**src/rtl/fifo_fwft.sv**
```systemverilog
// fifo_fwft: single-clock first-word-fall-through FIFO with valid/ready handshakes, level and almost flags
// Ports: clk, rst_n (async active-low), flush_i (sync clear);
//        write side wr_data_i/wr_valid_i/wr_ready_o; read side rd_data_o/rd_valid_o/rd_ready_i;
//        level_o (0..DEPTH), almost_full_o (level >= AFULL_LEVEL), almost_empty_o (level <= AEMPTY_LEVEL)
module fifo_fwft #(
  parameter int DEPTH_WIDTH  = 4,
  parameter int DATA_WIDTH   = 32,
  parameter int AFULL_LEVEL  = 2**DEPTH_WIDTH - 2,
  parameter int AEMPTY_LEVEL = 1
) (
  input  logic                                      clk,
  input  logic                                      rst_n,
  input  logic                                      flush_i,
  input  logic [(DATA_WIDTH<1?1:DATA_WIDTH)-1:0]    wr_data_i,
  input  logic                                      wr_valid_i,
  output logic                                      wr_ready_o,
  output logic [(DATA_WIDTH<1?1:DATA_WIDTH)-1:0]    rd_data_o,
  output logic                                      rd_valid_o,
  input  logic                                      rd_ready_i,
  output logic [(DEPTH_WIDTH<1?1:DEPTH_WIDTH):0]    level_o,
  output logic                                      almost_full_o,
  output logic                                      almost_empty_o
);
  localparam int AW = DEPTH_WIDTH < 1 ? 1 : DEPTH_WIDTH;
  localparam int DW = DATA_WIDTH < 1 ? 1 : DATA_WIDTH;
  localparam int DEPTH = 2**AW;
  localparam logic [AW:0] AF = (AW+1)'(AFULL_LEVEL);
  localparam logic [AW:0] AE = (AW+1)'(AEMPTY_LEVEL);
  logic [DW-1:0] mem [DEPTH];
  logic [AW:0] wptr, rptr, level_next;
  logic full, empty, wr_xfer, rd_xfer;
  // pointers carry one extra bit so equal low bits with differing MSB means full
  always_comb begin
    level_o = wptr - rptr;
    empty = wptr == rptr;
    full = (wptr ^ rptr) == {1'b1, {AW{1'b0}}};
    wr_ready_o = !full && !flush_i;
    rd_valid_o = !empty && !flush_i;
    rd_data_o = empty ? '0 : mem[rptr[AW-1:0]];
    wr_xfer = wr_valid_i && wr_ready_o;
    rd_xfer = rd_valid_o && rd_ready_i;
    level_next = flush_i ? '0 : level_o + (AW+1)'(wr_xfer) - (AW+1)'(rd_xfer);
  end
  always_ff @(posedge clk or negedge rst_n)
    if (!rst_n) begin
      wptr <= '0;
      rptr <= '0;
      almost_full_o <= AFULL_LEVEL == 0;
      almost_empty_o <= 1'b1;
    end else begin
      wptr <= flush_i ? '0 : wptr + (AW+1)'(wr_xfer);
      rptr <= flush_i ? '0 : rptr + (AW+1)'(rd_xfer);
      almost_full_o <= level_next >= AF;
      almost_empty_o <= level_next <= AE;
    end
  always_ff @(posedge clk)
    if (wr_xfer) mem[wptr[AW-1:0]] <= wr_data_i;
endmodule

```
**config.mk**
```make
export PLATFORM = sky130hd
export DESIGN_NAME = fifo_fwft
export DESIGN_NICKNAME = d
export VERILOG_FILES = /design/src/rtl/fifo_fwft.sv
export SDC_FILE = /design/constraint.sdc
export NUM_CORES = 1
export LEC_CHECK = 0
export ABC_AREA = 1
export BUFFER_PORTS_ARGS = -buffer_cell sky130_fd_sc_hd__buf_4
export CORE_MARGIN = 8
export CORE_UTILIZATION = 40
export DETAILED_ROUTE_END_ITERATION = 16
export PLACE_DENSITY = 0.67
export SLEW_MARGIN = 15
export SYNTH_ARGS = -nofsm -noshare
export SYNTH_HDL_FRONTEND = slang
export SYNTH_SLANG_ARGS = --single-unit
```
**constraint.sdc**
```tcl
create_clock -name clk -period 8.34 [get_ports clk]
set_input_delay 2.085 -clock clk [delete_from_list [all_inputs] [get_ports clk]]
set_output_delay 2.085 -clock clk [all_outputs]
set_load 0.01 [all_outputs]
```
* Yosys cells after proc, flatten, opt, wreduce, memory -nomap -nowiden
Memories as Yosys holds them, arrays and structs flattened. Cells that the tools add are included. Widths: inputs -> output; s select.
Cells by class: order comparisons 2, equal/unequal tests 2, multiplexer cells 6, reduce and logical (&&, ||, !) cells 7, add/sub/neg operators 5, bitwise gates (word level) 1
Operator list (count):
- $mux 32 | 1
- $add 5x1->5 | 3
- $mux 5 | 3
- $eq 5x5->1 | 1
- $eq 5x5->1 const B | 1
- $ge 5x4->1 const B | 1
- $le 5x1->1 const B | 1
- $sub 5x1->5 | 1
- $sub 5x5->5 | 1
- $xor 5x5->5 | 1
- $logic_and 1x1->1 | 4
- $logic_not 1->1 | 3
- $mux 1 | 2
Storage, ports and cells: bits of input ports 37, logic and storage cells 28, memories 1, memory bits (writable) 512, output and inout port bits 41, bits in registers 12
Memory list:
- mem | depth 16, width 32, rd ports 1, clocked after Yosys merged registers in 0, wr ports 1, line 29 | logic [DW-1:0] mem [DEPTH];

* Depth between registers and ports, before layout
depth after elaboration 9, depth in mapped cells 23, mapped depth without buffers 20

* Worst setup path after synthesis
OpenSTA, ideal clock, no wires.
kind in2reg, start point in flush_i, end point mem mem[5][0] in the netlist's numbering, enable pin, stages on the path 5, arrival time 5100 ps, slack 2779 ps, cell sequence clkbuf_1 > nor2_1 > nand2_1 > buf_2 > nor3_1
On the way: cells in the longest elaborated chain, start to end 5
Ends and longest elaborated chain:
- from (decl) | line 13 | input logic flush_i,
- $logic_not 1->1 | line 37 | wr_ready_o = !full && !flush_i;
- $logic_and 1x1->1 | line 37
- via wr_ready_o | line 16 | output logic wr_ready_o,
- $logic_and 1x1->1 | line 40 | wr_xfer = wr_valid_i && wr_ready_o;
- $mux 1 | line 57 | if (wr_xfer) mem[wptr[AW-1:0]] <= wr_data_i;
- $mux 1 (implied by the code) | line 57
- to (decl) | line 29
The timed path passes the listed nets, and every way through them passes these cells.

* Worst setup path in the final report
start point reg rptr[0], end point out rd_data_o[3] in the netlist's numbering
On the way: cells in the longest elaborated chain, start to end 2
Ends and longest elaborated chain:
- from (decl) | line 30 | logic [AW:0] wptr, rptr, level_next;
- from (signal assigned) | line 52 | rptr <= flush_i ? '0 : rptr + (AW+1)'(rd_xfer);
- $mem_v2 16x32 / $eq 5x5->1 (equally long branches)
- $mux 32 (*) | line 39 | rd_data_o = empty ? '0 : mem[rptr[AW-1:0]];
- to (decl) | line 17 | output logic [(DATA_WIDTH<1?1:DATA_WIDTH)-1:0] rd_data_o,
Mark *: on every way between the ends. The rest lies on a longest branch, timed or not.

==> results by group <==
Outcome
  • Status: completed

Layout
  • Register area: 0.0157 mm^2
  • Layout cells sized above 1: 11.0%
  • Final instance area: 0.0238 mm^2
  • Fill cells: 4677
  • Synth-to-layout area growth: 12.9%
  • Nets: 1789
  • Footprint of the multi-input gates: 0.00489 mm^2

Power
  • Peak VDD IR: 0.133 mV
  • Power Dens Cells: 221 mW/mm^2
  • Switching part of the total: 21.9%
  • Seq pwr share: 55.6%
  • Combinational share of power: 6.7%
  • P_int: 0.00410 W
  • Switching Power: 0.00115 W
  • Lkg Pwr: 8.18 nW
  • Clk pwr share: 37.7%

Clock tree
  • Clock latency on the worst-skew pair: 0.56 ns
  • Longest Clk Path Bufs: 3
  • PostCTS Resize Cnt: 0
  • Hold_buf cts: 0
  • Num CTS Buffers: 48
  • H-tree Lvls: 2
  • Clk slew on worst S/H paths: 0.06 ns
  • CTS root buffer: clkbuf_16
  • Postcts setup bufs: 0
  • CTS tree: yes
  • Num Clock Sinks: 524

Synthesis
  • Post-synth EDFFs: 512
  • Xor/xnor share of the synthesized area: 0.0415%
  • Top-area cell type share of the netlist area: 72.9%
  • Syn Inst Count: 1677
  • Simple-Gate Fraction of Synth Area: 11.2%
  • Synth Area in Compound Gates: 9.07%
  • Main area contributors after synthesis: edfxtp_1 73%, nand2_1 6.5%, a21oi_1 3.2%
  • Netlist area before placement: 0.0211 mm^2
  • Synth area leader: edfxtp_1
  • Most frequent cell after synthesis: edfxtp_1
  • Main combinational cell family by area after synthesis: simple AND/OR/NAND/NOR gates
  • Syn_nets: 1729
  • Synth top cells by count: 512 x edfxtp_1, 367 x nand2_1, 175 x nor2_1
  • Post-synthesis mux area share: 1.52%
  • FFs w/ async S/R, synth: 2.29%
  • Syn Area/Cell: 12.6 um^2
  • Adder-cell area share of the yosys netlist: 0.961%
  • Post-synthesis cell type count: 27
  • Syn. warnings: 0
  • Synth Flop Type: edfxtp_1
  • Register area share after synthesis: 74.3%
  • Synth Register Bits: 524

Placed design
  • Hpwl dp: 25800 um
  • Post-placement setup slack: 2.67 ns
  • RD Place Congestion: 0.780
  • Dpl cell area: 0.0224 mm^2
  • Port bufs: 77

Worst setup path
  • Crit-path max cell delay: 0.76 ns
  • Worst Setup Path Type: flip-flop to primary output
  • Crit path DAT: 4.16 ns
  • CP max-delay cell: dfrtp_4
  • Startpoint class of the critical path: flip-flop
  • CP max FO: 160
  • Worst reg2reg setup slack: 3.58 ns
  • Worst path cell trace: buf_12 -> ha_1 -> nand4_1 -> nor2_1 -> inv_1 -> buf_4 -> nand2_1 -> nor2_1 -> buf_4
  • Crit. End Element: primary output
  • Data required, critical path: 6.26 ns

Floorplan
  • Die area: 0.0603 mm^2
  • Row count: 84
  • Initial Util: 40.3%
  • Die Wd: 246 um
  • Core box area: 0.0523 mm^2
  • Vert. Die Dim: 246 um
  • Number of placed I/O pins: 78

Timing
  • Slew HR: 34.1%
  • Setup TNS Final: 0 ns
  • Setup violations, final: 0
  • Worst Tran Pin Value: 0.988 ns
  • Max-slew violation count: 0
  • Final setup margin: 2.09 ns
  • Final hold viol count: 0
  • RSZ-0062 raised after global routing: no
  • Skew final: 0.0165 ns
  • Max frequency: 160 MHz
  • Min Tclk post-route: 6.25 ns
  • Period utilization: 74.9%

Global route
  • Vias in the first global route: 13.0k
  • First-pass GRT wire length: 76200 um
  • Initial antenna violation count: 1
  • Total GRT Usage: 16.2%
  • Pin count of the biggest net entering global routing: 161
  • Grt ovf: 0

Min path
  • Min-delay worst type: flip-flop to flip-flop

Detailed routing
  • Via-to-Cell Ratio: 5.33
  • First-pass DRT Iterations: 5
  • Per-cell routed wire length: 20.3 um
  • Via count: 13.1k
  • Initial DRC Count: 1333
  • Total wire length: 50000 um
  • DRC Markers: 0
  • ANT nets after route: 0

Flow run
  • Max cap viols: 0
## sequential cells by signal, summed over array words and instances, names as in the netlist
register,flops
mem,512
rptr,5
almost_full_o,1
almost_empty_o,1
wptr,5
## worst paths after layout
check	cells past startpoint	end	startpoint
min	1	rptr[2]$_DFF_PN0_	rptr[2]$_DFF_PN0_
min reg2reg	1	rptr[2]$_DFF_PN0_	rptr[2]$_DFF_PN0_
max in group asynchronous	1	almost_empty_o$_DFF_PN1_	rst_n
min in group asynchronous	1	wptr[2]$_DFF_PN0_	rst_n
max	9	rd_data_o[3]	rptr[0]$_DFF_PN0_
max reg2reg	18	almost_full_o$_DFF_PN0_	rptr[0]$_DFF_PN0_
## cell usage in the layout, fill, tap and decap left out, types with 10 or more instances in the layout
master	synthesis	final
nor3_2	0	15
nand2_1	367	366
edfxtp_1	512	512
o22ai_1	64	64
mux2i_1	32	32
nor2_1	175	175
ha_1	13	13
nor3_1	50	34
clkbuf_1	46	10
clkinv_1	0	13
inv_1	34	32
clkbuf_16	0	49
o21ai_0	121	121
o21ai_1	46	46
a21oi_1	135	135
buf_4	10	106
## power by group through the flow
stage | registers, W | logic [W] | clock network [W]
after floorplan | 0.00297 | 0.000203 | 0
after global placement | 0.00298 | 0.000342 | 0
after detailed placement | 0.00298 | 0.000352 | 0
after CTS | 0.00292 | 0.000354 | 0.00202
after global routing | 0.00292 | 0.000391 | 0.00211
final | 0.00292 | 0.000350 | 0.00198
## critical path, delay by kind of cell, from the launching register on
kind          cells  cell delay (ns)
fa+ha+maj         1             0.40
buf+inv           4             1.67
flops             1             0.76
simple gates      4             0.44
## logic make-up (layout without fill, tap and decap cells)
| family | count (synthesis) | in the layout |
|---|---|---|
| and+or+nand+nor | 605 | 605 |
| DFF | 524 | 524 |
| AOI/OAI and AO/OA | 366 | 366 |
| buffers and inverters | 134 | 229 |
| muxes | 32 | 32 |
| adders and majority gates | 15 | 15 |
| xor gates and xnor gates | 1 | 1 |
| other | 0 | 1 |
## through the flow
step | power, W | util, % | hold slack (ns) | instances
after global placement | 0.00332 | 42.8 | 0.566 | 2374
after floorplan | 0.00318 | - | 0.495 | 1677
after detailed placement | 0.00333 | 42.8 | 0.569 | 2374
after CTS | 0.00529 | 45.4 | 0.582 | 2459
final | 0.00525 | 45.5 | 0.582 | 2461
after global routing | 0.00542 | 45.5 | 0.621 | 2461
## layout make-up
type / count / share of cell area (%)
inverters: 36 / 0.589
clock buffers: 59 / 5.31
clock inverters: 26 / 0.541
flip-flops and latches: 524 / 65.9
repair buffers: 108 / 3.54
diodes: 1 / 0.0105
well taps: 688 / 3.62
multi-input cells: 1019 / 20.5
## metal layers
| metal | GRT usage, % | routed length, um | vias up |
|---|---|---|---|
| met3 | 2.60 | 3360 | 105 |
| met4 | 6.22 | 1650 | 0 |
| met1 | 21.1 | 20800 | 6429 |
| li1 | - | - | 6135 |
| met2 | 27.0 | 24200 | 449 |
| met5 | 0 | 0 | - |
Note: power is estimated with default switching activity, not from simulation.
